[config.mk]
export PLATFORM = sky130hd
export DESIGN_NAME = mem_stage
export DESIGN_NICKNAME = d
export VERILOG_FILES = /design/src/rtl/pipeline_pkg.sv /design/src/rtl/cond_eval.sv /design/src/rtl/mem_stage.sv
export SDC_FILE = /design/constraint.sdc
export NUM_CORES = 1
export LEC_CHECK = 0
export ABC_AREA = 1
export BUFFER_PORTS_ARGS = -buffer_cell sky130_fd_sc_hd__buf_2
export CAP_MARGIN = 25
export CORE_AREA = 2 2 129 131
export DETAILED_ROUTE_END_ITERATION = 7
export DIE_AREA = 0 0 131 133
export GPL_TIMING_DRIVEN = 0
export MAX_ROUTING_LAYER = met4
export PLACE_DENSITY = 0.49
export SLEW_MARGIN = 25
export SYNTH_ARGS = -nofsm -noshare
export SYNTH_HDL_FRONTEND = slang
export SYNTH_SLANG_ARGS = --single-unit
[constraint.sdc]
create_clock -name clk -period 1.15 [get_ports clk]
set_input_delay 0.345 -clock clk [delete_from_list [all_inputs] [get_ports clk]]
set_output_delay 0.345 -clock clk [all_outputs]
set_load 0.05 [all_outputs]
[src/rtl/pipeline_pkg.sv]
// pipeline_pkg: shared control-bundle bit indices, condition codes and MEM FSM encoding
package pipeline_pkg;
  localparam int SIG_MEM_READ   = 5;
  localparam int SIG_MEM_WRITE  = 6;
  localparam int SIG_REG_WRITE  = 7;
  localparam int SIG_IS_BRANCH  = 8;
  localparam int SIG_MEM_TO_REG = 9;
  localparam logic [3:0] CC_EQ = 4'b0000;
  localparam logic [3:0] CC_NE = 4'b0001;
  localparam logic [3:0] CC_LT = 4'b0010;
  localparam logic [3:0] CC_GE = 4'b0011;
  localparam logic [3:0] CC_GT = 4'b0100;
  localparam logic [3:0] CC_LE = 4'b0101;
  localparam logic [3:0] CC_AL = 4'b1110;
  typedef enum logic {S_IDLE = 1'b0, S_WAIT = 1'b1} state_e;
endpackage

[src/rtl/cond_eval.sv]
// cond_eval: evaluates a branch condition code against NZCV flags
module cond_eval
  import pipeline_pkg::*;
(
  input  logic [3:0] flags,
  input  logic [3:0] br_cond,
  output logic       take
);
  logic n, z, unused_c, v;
  assign {n, z, unused_c, v} = flags;
  // condition table; unlisted codes never take
  always_comb
    case (br_cond)
      CC_EQ:   take = z;
      CC_NE:   take = ~z;
      CC_LT:   take = n ^ v;
      CC_GE:   take = ~(n ^ v);
      CC_GT:   take = ~z & ~(n ^ v);
      CC_LE:   take = z | (n ^ v);
      CC_AL:   take = 1'b1;
      default: take = 1'b0;
    endcase
endmodule

[src/rtl/mem_stage.sv]
// mem_stage: pipeline MEM stage with stalling data-memory handshake; MEM_STAGE_TIMEOUT_EN adds a wait timeout with sticky mem_err
module mem_stage
  import pipeline_pkg::*;
#(
  parameter int TIMEOUT_CYCLES = 16
) (
  input  logic        clk,
  input  logic        reset,
  input  logic [31:0] alu_result,
  input  logic [31:0] write_data,
  input  logic [3:0]  rd_in,
  input  logic [3:0]  flags,
  input  logic [3:0]  br_cond,
  input  logic [31:0] new_pc,
  input  logic [10:0] signals,
  output logic        dmem_req,
  output logic        dmem_we,
  output logic [31:0] dmem_addr,
  output logic [31:0] dmem_wdata,
  input  logic [31:0] dmem_rdata,
  input  logic        dmem_ready,
  output logic        stall,
  output logic        pc_src,
  output logic [31:0] branch_target,
  output logic [3:0]  mem_rd,
  output logic [31:0] mem_data,
  output logic        wb_mem,
  output logic [3:0]  wb_rd,
  output logic [31:0] wb_data,
  output logic        wb_en,
  output logic        mem_err
);
  logic mem_read, mem_write, reg_write, is_branch, mem_to_reg, take, abort, bubble, unused;
  state_e state;
  assign mem_read   = signals[SIG_MEM_READ];
  assign mem_write  = signals[SIG_MEM_WRITE];
  assign reg_write  = signals[SIG_REG_WRITE];
  assign is_branch  = signals[SIG_IS_BRANCH];
  assign mem_to_reg = signals[SIG_MEM_TO_REG];
  assign unused     = ^{signals[10], signals[4:0], TIMEOUT_CYCLES > 0};
  assign dmem_req      = ~reset & ((state == S_WAIT) | mem_read | mem_write);
  assign dmem_we       = mem_write;
  assign dmem_addr     = alu_result;
  assign dmem_wdata    = write_data;
  assign stall         = dmem_req & ~dmem_ready & ~abort;
  assign bubble        = stall | abort;
  assign pc_src        = ~reset & ~stall & is_branch & take;
  assign branch_target = new_pc;
  assign mem_rd        = rd_in;
  assign mem_data      = alu_result;
  assign wb_mem        = reg_write & ~mem_to_reg;
  cond_eval u_cond (.flags(flags), .br_cond(br_cond), .take(take));
  // FSM plus MEM/WB latch; bubbles on stall or abort
  always_ff @(posedge clk)
    if (reset) begin
      state   <= S_IDLE;
      wb_rd   <= '0;
      wb_data <= '0;
      wb_en   <= 1'b0;
    end else begin
      state   <= stall ? S_WAIT : S_IDLE;
      wb_rd   <= bubble ? '0 : rd_in;
      wb_en   <= ~bubble & reg_write;
      wb_data <= bubble ? '0 : (mem_to_reg ? dmem_rdata : alu_result);
    end
`ifdef MEM_STAGE_TIMEOUT_EN
  localparam int CW = $clog2(TIMEOUT_CYCLES + 1);
  logic [CW-1:0] cnt;
  assign abort = (state == S_WAIT) & ~dmem_ready & (cnt == CW'(TIMEOUT_CYCLES - 1));
  // counts WAIT cycles and latches a sticky error on timeout
  always_ff @(posedge clk)
    if (reset) begin
      cnt     <= '0;
      mem_err <= 1'b0;
    end else begin
      cnt     <= (state == S_WAIT && stall) ? cnt + 1'b1 : '0;
      mem_err <= mem_err | abort;
    end
`else
  assign abort   = 1'b0;
  assign mem_err = 1'b0;
`endif
endmodule

* Word-level counts from Yosys, hierarchy flattened
Index checks and enable logic that the tools add are counted. Widths: inputs -> output; s select.
Operators by class: multiplexer cells 3, reductions and logical operators 2, bitwise gates (word level) 18, eq/ne operators 6
Operator list (number):
- $mux 32 | 1
- $and 1x1->1 | 8
- $eq 4x2->1 const B | 2
- $eq 4x3->1 const B | 2
- $pmux 1 s7 | 1
- $not 1->1 | 6
- $eq 4x1->1 const B | 1
- $eq 4x4->1 const B | 1
- $logic_not 4->1 | 1
- $or 1x1->1 | 3
- $reduce_or 2->1 | 1
- $mux 1 | 1
- $xor 1x1->1 | 1
Word-level totals: output and inout bits 175, flip-flop bits (word level) 38, input port bits 154, word-level logic and storage cells 33

* Depth between registers and ports, before layout
Gate-level depths: netlist (run 1).
word-level depth 8, mapped depth 7, gate-level depth less buffers 7

* Cells and area by module
From an unflattened synthesis (run 1), not the netlist that was laid out.
Unflattened totals: cell total of the unflattened synthesis 299, area, all modules 2549.9 µm²
By module, submodules not included:
- mem_stage | instances 1, cells each 269, seq. area each 760.7 µm², area each 2428.6 µm²
- cond_eval | instances 1, cells each 30, seq. area each 0.0 µm², area each 121.4 µm²

* Worst setup path before layout (run 1)
OpenSTA, ideal clock, no wires.
kind in2out, start point input br_cond[3], end point output pc_src, arrival time 1.541 ns, buffers on the path 0, path slack -0.736 ns, cell stages on the path 6, cells stage by stage or2_1 > nor2_1 > nand2_1 > nand2_1 > nor2_1 > a21oi_1
On the way: longest elaborated chain between the ends 3
RTL lines:
- from (decl) | RTL line mem_stage.sv:13 | input logic [3:0] br_cond,
- $eq 4x4->1 (tied with other cells) | RTL line cond_eval.sv:13 | case (br_cond)
- $pmux 1 s7 * | RTL line cond_eval.sv:13
- $and 1x1->1 * | RTL line mem_stage.sv:47 | assign pc_src = ~reset & ~stall & is_branch & take;
- to (decl) | RTL line mem_stage.sv:23 | output logic pc_src,
Every way passes the cells marked *; elsewhere a longest branch is shown, timed or not.

* Worst setup path after layout (run 1)
start point register state, end point output pc_src
On the way: longest elaborated chain between the ends 8
RTL lines:
- from (decl) | RTL line mem_stage.sv:34 | state_e state;
- from (signal assigned) | RTL line mem_stage.sv:61 | state <= stall ? S_WAIT : S_IDLE;
- $or 1x1->1 (2 in a row) | RTL line mem_stage.sv:41 | assign dmem_req = ~reset & ((state == S_WAIT) | mem_read | mem_write);
- $and 1x1->1 | RTL line mem_stage.sv:41
- $and 1x1->1 | RTL line mem_stage.sv:45 | assign stall = dmem_req & ~dmem_ready & ~abort;
- $not 1->1 | RTL line mem_stage.sv:47
- $and 1x1->1 (3 in a row) | RTL line mem_stage.sv:47
No other way between the ends.

==> out/summary.txt, run 1 <==
Reg2reg start -> state
Max Clock Freq -> 635.6 MHz
Root Driver -> clkbuf_16
Sequential share of power -> 0.251
Worst path top cell family by delay -> flip-flops
CP Class -> flip-flop to output port
Detailed Route WL -> 9832 um
Crit start category -> flip-flop
Antenna violations before repair -> 1
CTS max path bufs -> 2
Switching part of the total -> 0.4092
Register area -> 787.0 sq um
Pint -> 0.003394 W
Seq/Total Area, Yosys -> 0.2912
Slowest cell on the critical path -> dfxtp_2
Final #Nets -> 765
Io pins -> 329
Die area -> 17420 sq um
Reg clk slew, reported paths -> 60 ps
# placed instances -> 813
DP Wirelength -> 7738 um
Commonest non-fill, non-tap cell in the layout -> buf_2
Fin crit share -> 1.368
RSZ-0062 raised after global routing -> yes
Vias per cell -> 3.475
P_leak -> 2.732 nW
Worst-Skew Late Latency -> 290 ps
Synthesized netlist net count -> 492
Worst Hold Margin -> 281.1 ps
Area of the core -> 16170 sq um
Drc violations -> 0
Post-layout min period -> 1573 ps
Total track usage -> 0.1086
Power Dens Cells -> 1125 nW/um^2
Die height -> 133 um
TritonCTS clock tree -> done
Hold_buf cts -> 0
Critical path's most frequent cell -> nand3_4
Post-Syn Area -> 2613 sq um
First-pass GRT wire length -> 13770 um
1st-iter DRT viols -> 41
Design area -> 5105 sq um
Switch Pwr -> 0.002351 W
Failing checks -> negative setup slack
Final worst setup slack -> -423.2 ps
Die X -> 131 um
CTS buffer count -> 5
Avg Cell Area, Syn -> 7.729 sq um
Post-DRT Antenna Nets -> 0
Clock share of power -> 0.281
Fillers -> 1771
Final setup viols -> 40
Status -> finished, violations left
Vias in the first global route -> 2666
CP cell instances -> inv_2, nand3_4, nand3b_4, nand3_4, a21oi_4, buf_6
Synth unique cells -> 18
Most frequent cells in the layout -> buf_2 (166), buf_4 (160), nand2_1 (82), buf_6 (41), clkbuf_4 (31)
Min-delay src -> rd_in[3]
Syn Inst Count -> 338
Rows -> 47
P&R area growth vs syn -> 95.40%
WP data required -> 810 ps
Initial Util -> 0.1615
Pins over their slew limit -> 0
H-tree depth -> 2
VDD IR max -> 0.4818 mV
Crit. End Element -> output port
First-pass detailed-route iteration total -> 4
Largest fanout on the critical path -> 3
Power Total -> 0.005745 W
Max Clock Skew -> 3.594 ps
FF-to-FF path depth -> 9
#FFs+latches synth -> 38
Critical Path Source -> state
Final Hold Viols -> 0
Worst path max stage delay -> 320 ps
Largest net degree at the start of global routing -> 17
Non-Filler Instances -> 833
CP arrival -> 1230 ps
Max Cap Violations -> 0
Global route total overflow -> 0
Multi-input gate area -> 828.3 sq um
WL per Instance -> 11.80 um
Bufs and invs on worst path -> 2
Vias -> 2895
Hold crit path type -> input port to flip-flop
Layout cell share with drive strength beyond 1 -> 0.8007
PortBufs -> 255
Yosys warns -> 0
Clock sink total -> 38
Gpl congestion -> 0.7181
Hold Path Cell Cnt -> 3
Cell depth of the worst setup path -> 6
Combinational fraction of design power -> 0.467
Area of placed instances -> 4243 sq um
## layout make-up
class                   count  area share
clock buffers               5     0.02451
diodes                      1   0.0004902
repair buffers            266      0.3615
inverters                  19     0.01814
multi-input cells         138      0.1623
well taps                 220     0.05392
flip-flops and latches     38      0.1542
clock inverters             3    0.007843
plain buffers             143      0.2172
## synthesized netlist by cell type, drive strengths merged
cell / count / area share
conb: 1 / 0.0014
nand3: 6 / 0.013
or2: 1 / 0.0024
inv: 19 / 0.027
nand3b: 1 / 0.0077
a31oi: 1 / 0.0024
nand2: 83 / 0.12
a21oi: 33 / 0.099
buf: 144 / 0.41
nor2: 11 / 0.021
dfxtp: 38 / 0.29
## sequential cells by signal (all words and copies together), names as in the netlist
signal / cells
wb_rd: 4
wb_en: 1
wb_data: 32
state: 1
## stage by stage
stage	setup WS (ps)	setup TNS, ps	util
2_1_floorplan	-320.6	-354.8	-
3_5_place_dp	-530.3	-6660	0.2624
6_report	-423.2	-5617	0.3157
4_1_cts	-432.3	-3512	0.3043
5_1_grt	-498.3	-7756	0.3157
3_3_place_gp	-543.7	-6738	0.2624
## power by group through the flow
stage | clock [W] | sequential (W) | combinational [W]
2_1_floorplan | 0 | 0.00173 | 0.00156
3_3_place_gp | 0 | 0.00144 | 0.00240
3_5_place_dp | 0 | 0.00144 | 0.00240
4_1_cts | 0.00171 | 0.00143 | 0.00265
5_1_grt | 0.00175 | 0.00145 | 0.00282
6_report | 0.00162 | 0.00144 | 0.00268
## routing by layer
metal | up-vias | track usage | part of all wire
li1 | 1446 | - | -
met1 | 1277 | 0.1143 | 0.38
met2 | 165 | 0.1972 | 0.52
met3 | 7 | 0.02628 | 0.082
met4 | 0 | 0.03369 | 0.013
met5 | - | - | 0
## cell families after synthesis
family,after synthesis,share of synthesized area
and+or+nand+nor,102,0.1662
buffers and inverters,163,0.4397
DFF,38,0.2912
other,1,0.001435
AOI/OAI and AO/OA,34,0.1015
## path summary, 6_finish.rpt
check / slack, ps / endpoint
min: 280 / wb_rd[3]
max reg2reg: -170 / wb_data[1]
min reg2reg: 950 / state
max: -420 / pc_src
## what timing repair did
action | in CTS | in global routing
pin swaps | 1 | 1
setup buffers | 7 | 4
setup endpoints to repair | 88 | 99
cloned | 4 | 0
resized for setup | 116 | 70
## worst reg2reg max path, delay by kind of cell, from the launching register on
family | cells | cell delay (ps)
AOI/OAI and AO/OA | 1 | 30
buffers and inverters | 5 | 570
and+or+nand+nor | 3 | 270
DFF | 1 | 330
No activity file was read; power rests on OpenSTA's default activity.
==> run 2, diff against run 1 <==
--- a/config.mk
+++ b/config.mk
@@ -9,6 +9,7 @@
 export BUFFER_PORTS_ARGS = -buffer_cell sky130_fd_sc_hd__buf_2
 export CAP_MARGIN = 25
 export CORE_AREA = 2 2 129 131
+export CTS_BUF_LIST = sky130_fd_sc_hd__clkbuf_4
 export DETAILED_ROUTE_END_ITERATION = 7
 export DIE_AREA = 0 0 131 133
 export GPL_TIMING_DRIVEN = 0
==> run 2 against run 1 <==
  * The flow still finishes with violations (negative setup slack)
  * Largest cell class unchanged
  * Cell area fell by 3.0%
  * Largest power group unchanged
  * Utilization fell by 0.94 points
  * Die area stayed put
  * Highest routed layer unchanged
  * Hold slack got worse by 100 ps
  * Setup slack lost 81 ps
==> out/summary.txt, run 2 (same netlist as run 1, synthesis figures left out) <==
Status -> finished, violations left
Failing checks -> negative setup slack
Switching part of the total -> 0.4464
Total track usage -> 0.1038
1st-iter DRT viols -> 32
Sequential share of power -> 0.289
Initial Util -> 0.1615
CTS buffer count -> 5
Slowest cell on the critical path -> dfxtp_2
Area of placed instances -> 4243 sq um
Biggest regs -> wb_data x32, wb_rd x4
DP Wirelength -> 7738 um
Max Clock Freq -> 604.4 MHz
Top reg by flops -> wb_data
Pint -> 0.002810 W
Gpl congestion -> 0.7181
First-pass detailed-route iteration total -> 4
Crit. End Element -> output port
Detailed Route WL -> 9408 um
Max Cap Violations -> 0
Post-layout min period -> 1655 ps
Vias per cell -> 3.445
P&R area growth vs syn -> 89.61%
Largest register FFs -> 32
Drc violations -> 0
First-pass GRT wire length -> 13210 um
Commonest non-fill, non-tap cell in the layout -> buf_2
Combinational fraction of design power -> 0.517
Worst path max stage delay -> 340 ps
Fillers -> 1757
TritonCTS clock tree -> done
Die height -> 133 um
Power Dens Cells -> 1025 nW/um^2
Crit start category -> flip-flop
Largest net degree at the start of global routing -> 17
Vias -> 2842
Rows -> 47
Vias in the first global route -> 2621
Hold crit path type -> input port to flip-flop
Largest fanout on the critical path -> 3
Final worst setup slack -> -504.5 ps
PortBufs -> 255
WL per Instance -> 11.40 um
Layout cell share with drive strength beyond 1 -> 0.8176
RSZ-0062 raised after global routing -> yes
Final #Nets -> 756
Pins over their slew limit -> 0
H-tree depth -> 2
Clock sink total -> 38
Root Driver -> clkbuf_4
CP Class -> flip-flop to output port
Design area -> 4954 sq um
Worst Hold Margin -> 176.8 ps
Critical path's most frequent cell -> nand3_4
Worst-Skew Late Latency -> 380 ps
CP arrival -> 1310 ps
Reg clk slew, reported paths -> 130 ps
Die X -> 131 um
VDD IR max -> 0.4110 mV
P_leak -> 2.649 nW
Final setup viols -> 70
Global route total overflow -> 0
Antenna violations before repair -> 2
Final Hold Viols -> 0
Max Clock Skew -> 9.565 ps
CTS max path bufs -> 2
Fin crit share -> 1.439
Non-Filler Instances -> 825
Post-DRT Antenna Nets -> 0
Area of the core -> 16170 sq um
Io pins -> 329
Most frequent cells in the layout -> buf_2 (167), buf_4 (158), nand2_1 (82), buf_8 (40), dfxtp_2 (38)
# placed instances -> 813
Clock share of power -> 0.194
CP cell instances -> inv_2, nand3_4, nand3b_4, nand3_4, a21oi_4, buf_6
WP data required -> 810 ps
Die area -> 17420 sq um
Switch Pwr -> 0.002266 W
run 2: cell types whose count changed in the layout (fill, tap and decap cells not counted), sizes merged:
cell	delta
buf	-8
nand2	-1
diode	+1
run 2: cell type report:
type / instances / area [sq um] / share of cell area
clock inverters: 3 / 40.04 / 0.008083
flip-flops and latches: 38 / 808.3 / 0.1632
multi-input cells: 137 / 783.3 / 0.1581
repair buffers: 258 / 1818 / 0.3670
clock buffers: 5 / 37.54 / 0.007578
inverters: 19 / 92.59 / 0.01869
well taps: 220 / 275.3 / 0.05557
plain buffers: 143 / 1094 / 0.2208
diodes: 2 / 5.005 / 0.001010
run 2: final timing paths:
check | start | to | slack [ps] | cells past startpoint
hold reg to reg | state | state | 750 | 5
hold / removal | rd_in[3] | wb_rd[3] | 180 | 3
setup reg to reg | state | wb_data[29] | -100 | 7
setup / recovery | state | pc_src | -500 | 6
run 2: stage by stage:
| stage | worst slack (ps) | utilization | TNS, ps | total power, W |
|---|---|---|---|---|
| detailed placement | -530.3 | 0.2624 | -6660 | 0.003844 |
| CTS | -572.9 | 0.2981 | -9104 | 0.005132 |
| finish | -504.5 | 0.3063 | -6508 | 0.005076 |
| global placement | -543.7 | 0.2624 | -6738 | 0.003841 |
| global route | -624.4 | 0.3063 | -12110 | 0.005333 |
| floorplan | -320.6 | - | -354.8 | 0.003291 |
run 2: layer usage:
| layer | vias up | global-route usage | wire length (um) |
|---|---|---|---|
| li1 | 1426 | - | - |
| met1 | 1239 | 0.1056 | 3481 |
| met2 | 169 | 0.1906 | 4986 |
| met3 | 8 | 0.02669 | 800 |
| met4 | 0 | 0.03369 | 140 |
| met5 | - | - | 0 |
run 2: power groups by stage:
stage	Combinational (W)	Sequential (W)	Clock [W]
2_1_floorplan	0.00156	0.00173	0
3_3_place_gp	0.00240	0.00144	0
3_5_place_dp	0.00240	0.00144	0
4_1_cts	0.00260	0.00146	0.00107
5_1_grt	0.00275	0.00147	0.00111
6_report	0.00263	0.00146	0.000986
run 2: worst max-delay path: cells and delay by family, from the launching register on:
family                 cells  cell delay (ps)
AO/OA/AOI/OAI              1              110
AND/OR/NAND/NOR            3              240
buffers and inverters      2              240
flip-flops                 1              340
run 2: what timing repair did:
| item | 4_1_cts | 5_1_grt |
|---|---|---|
| resized for setup | 174 | 45 |
| setup buffers | 3 | 0 |
| pin swaps | 1 | 1 |
| hold buffers | 0 | 0 |
| setup endpoints to repair | 90 | 109 |
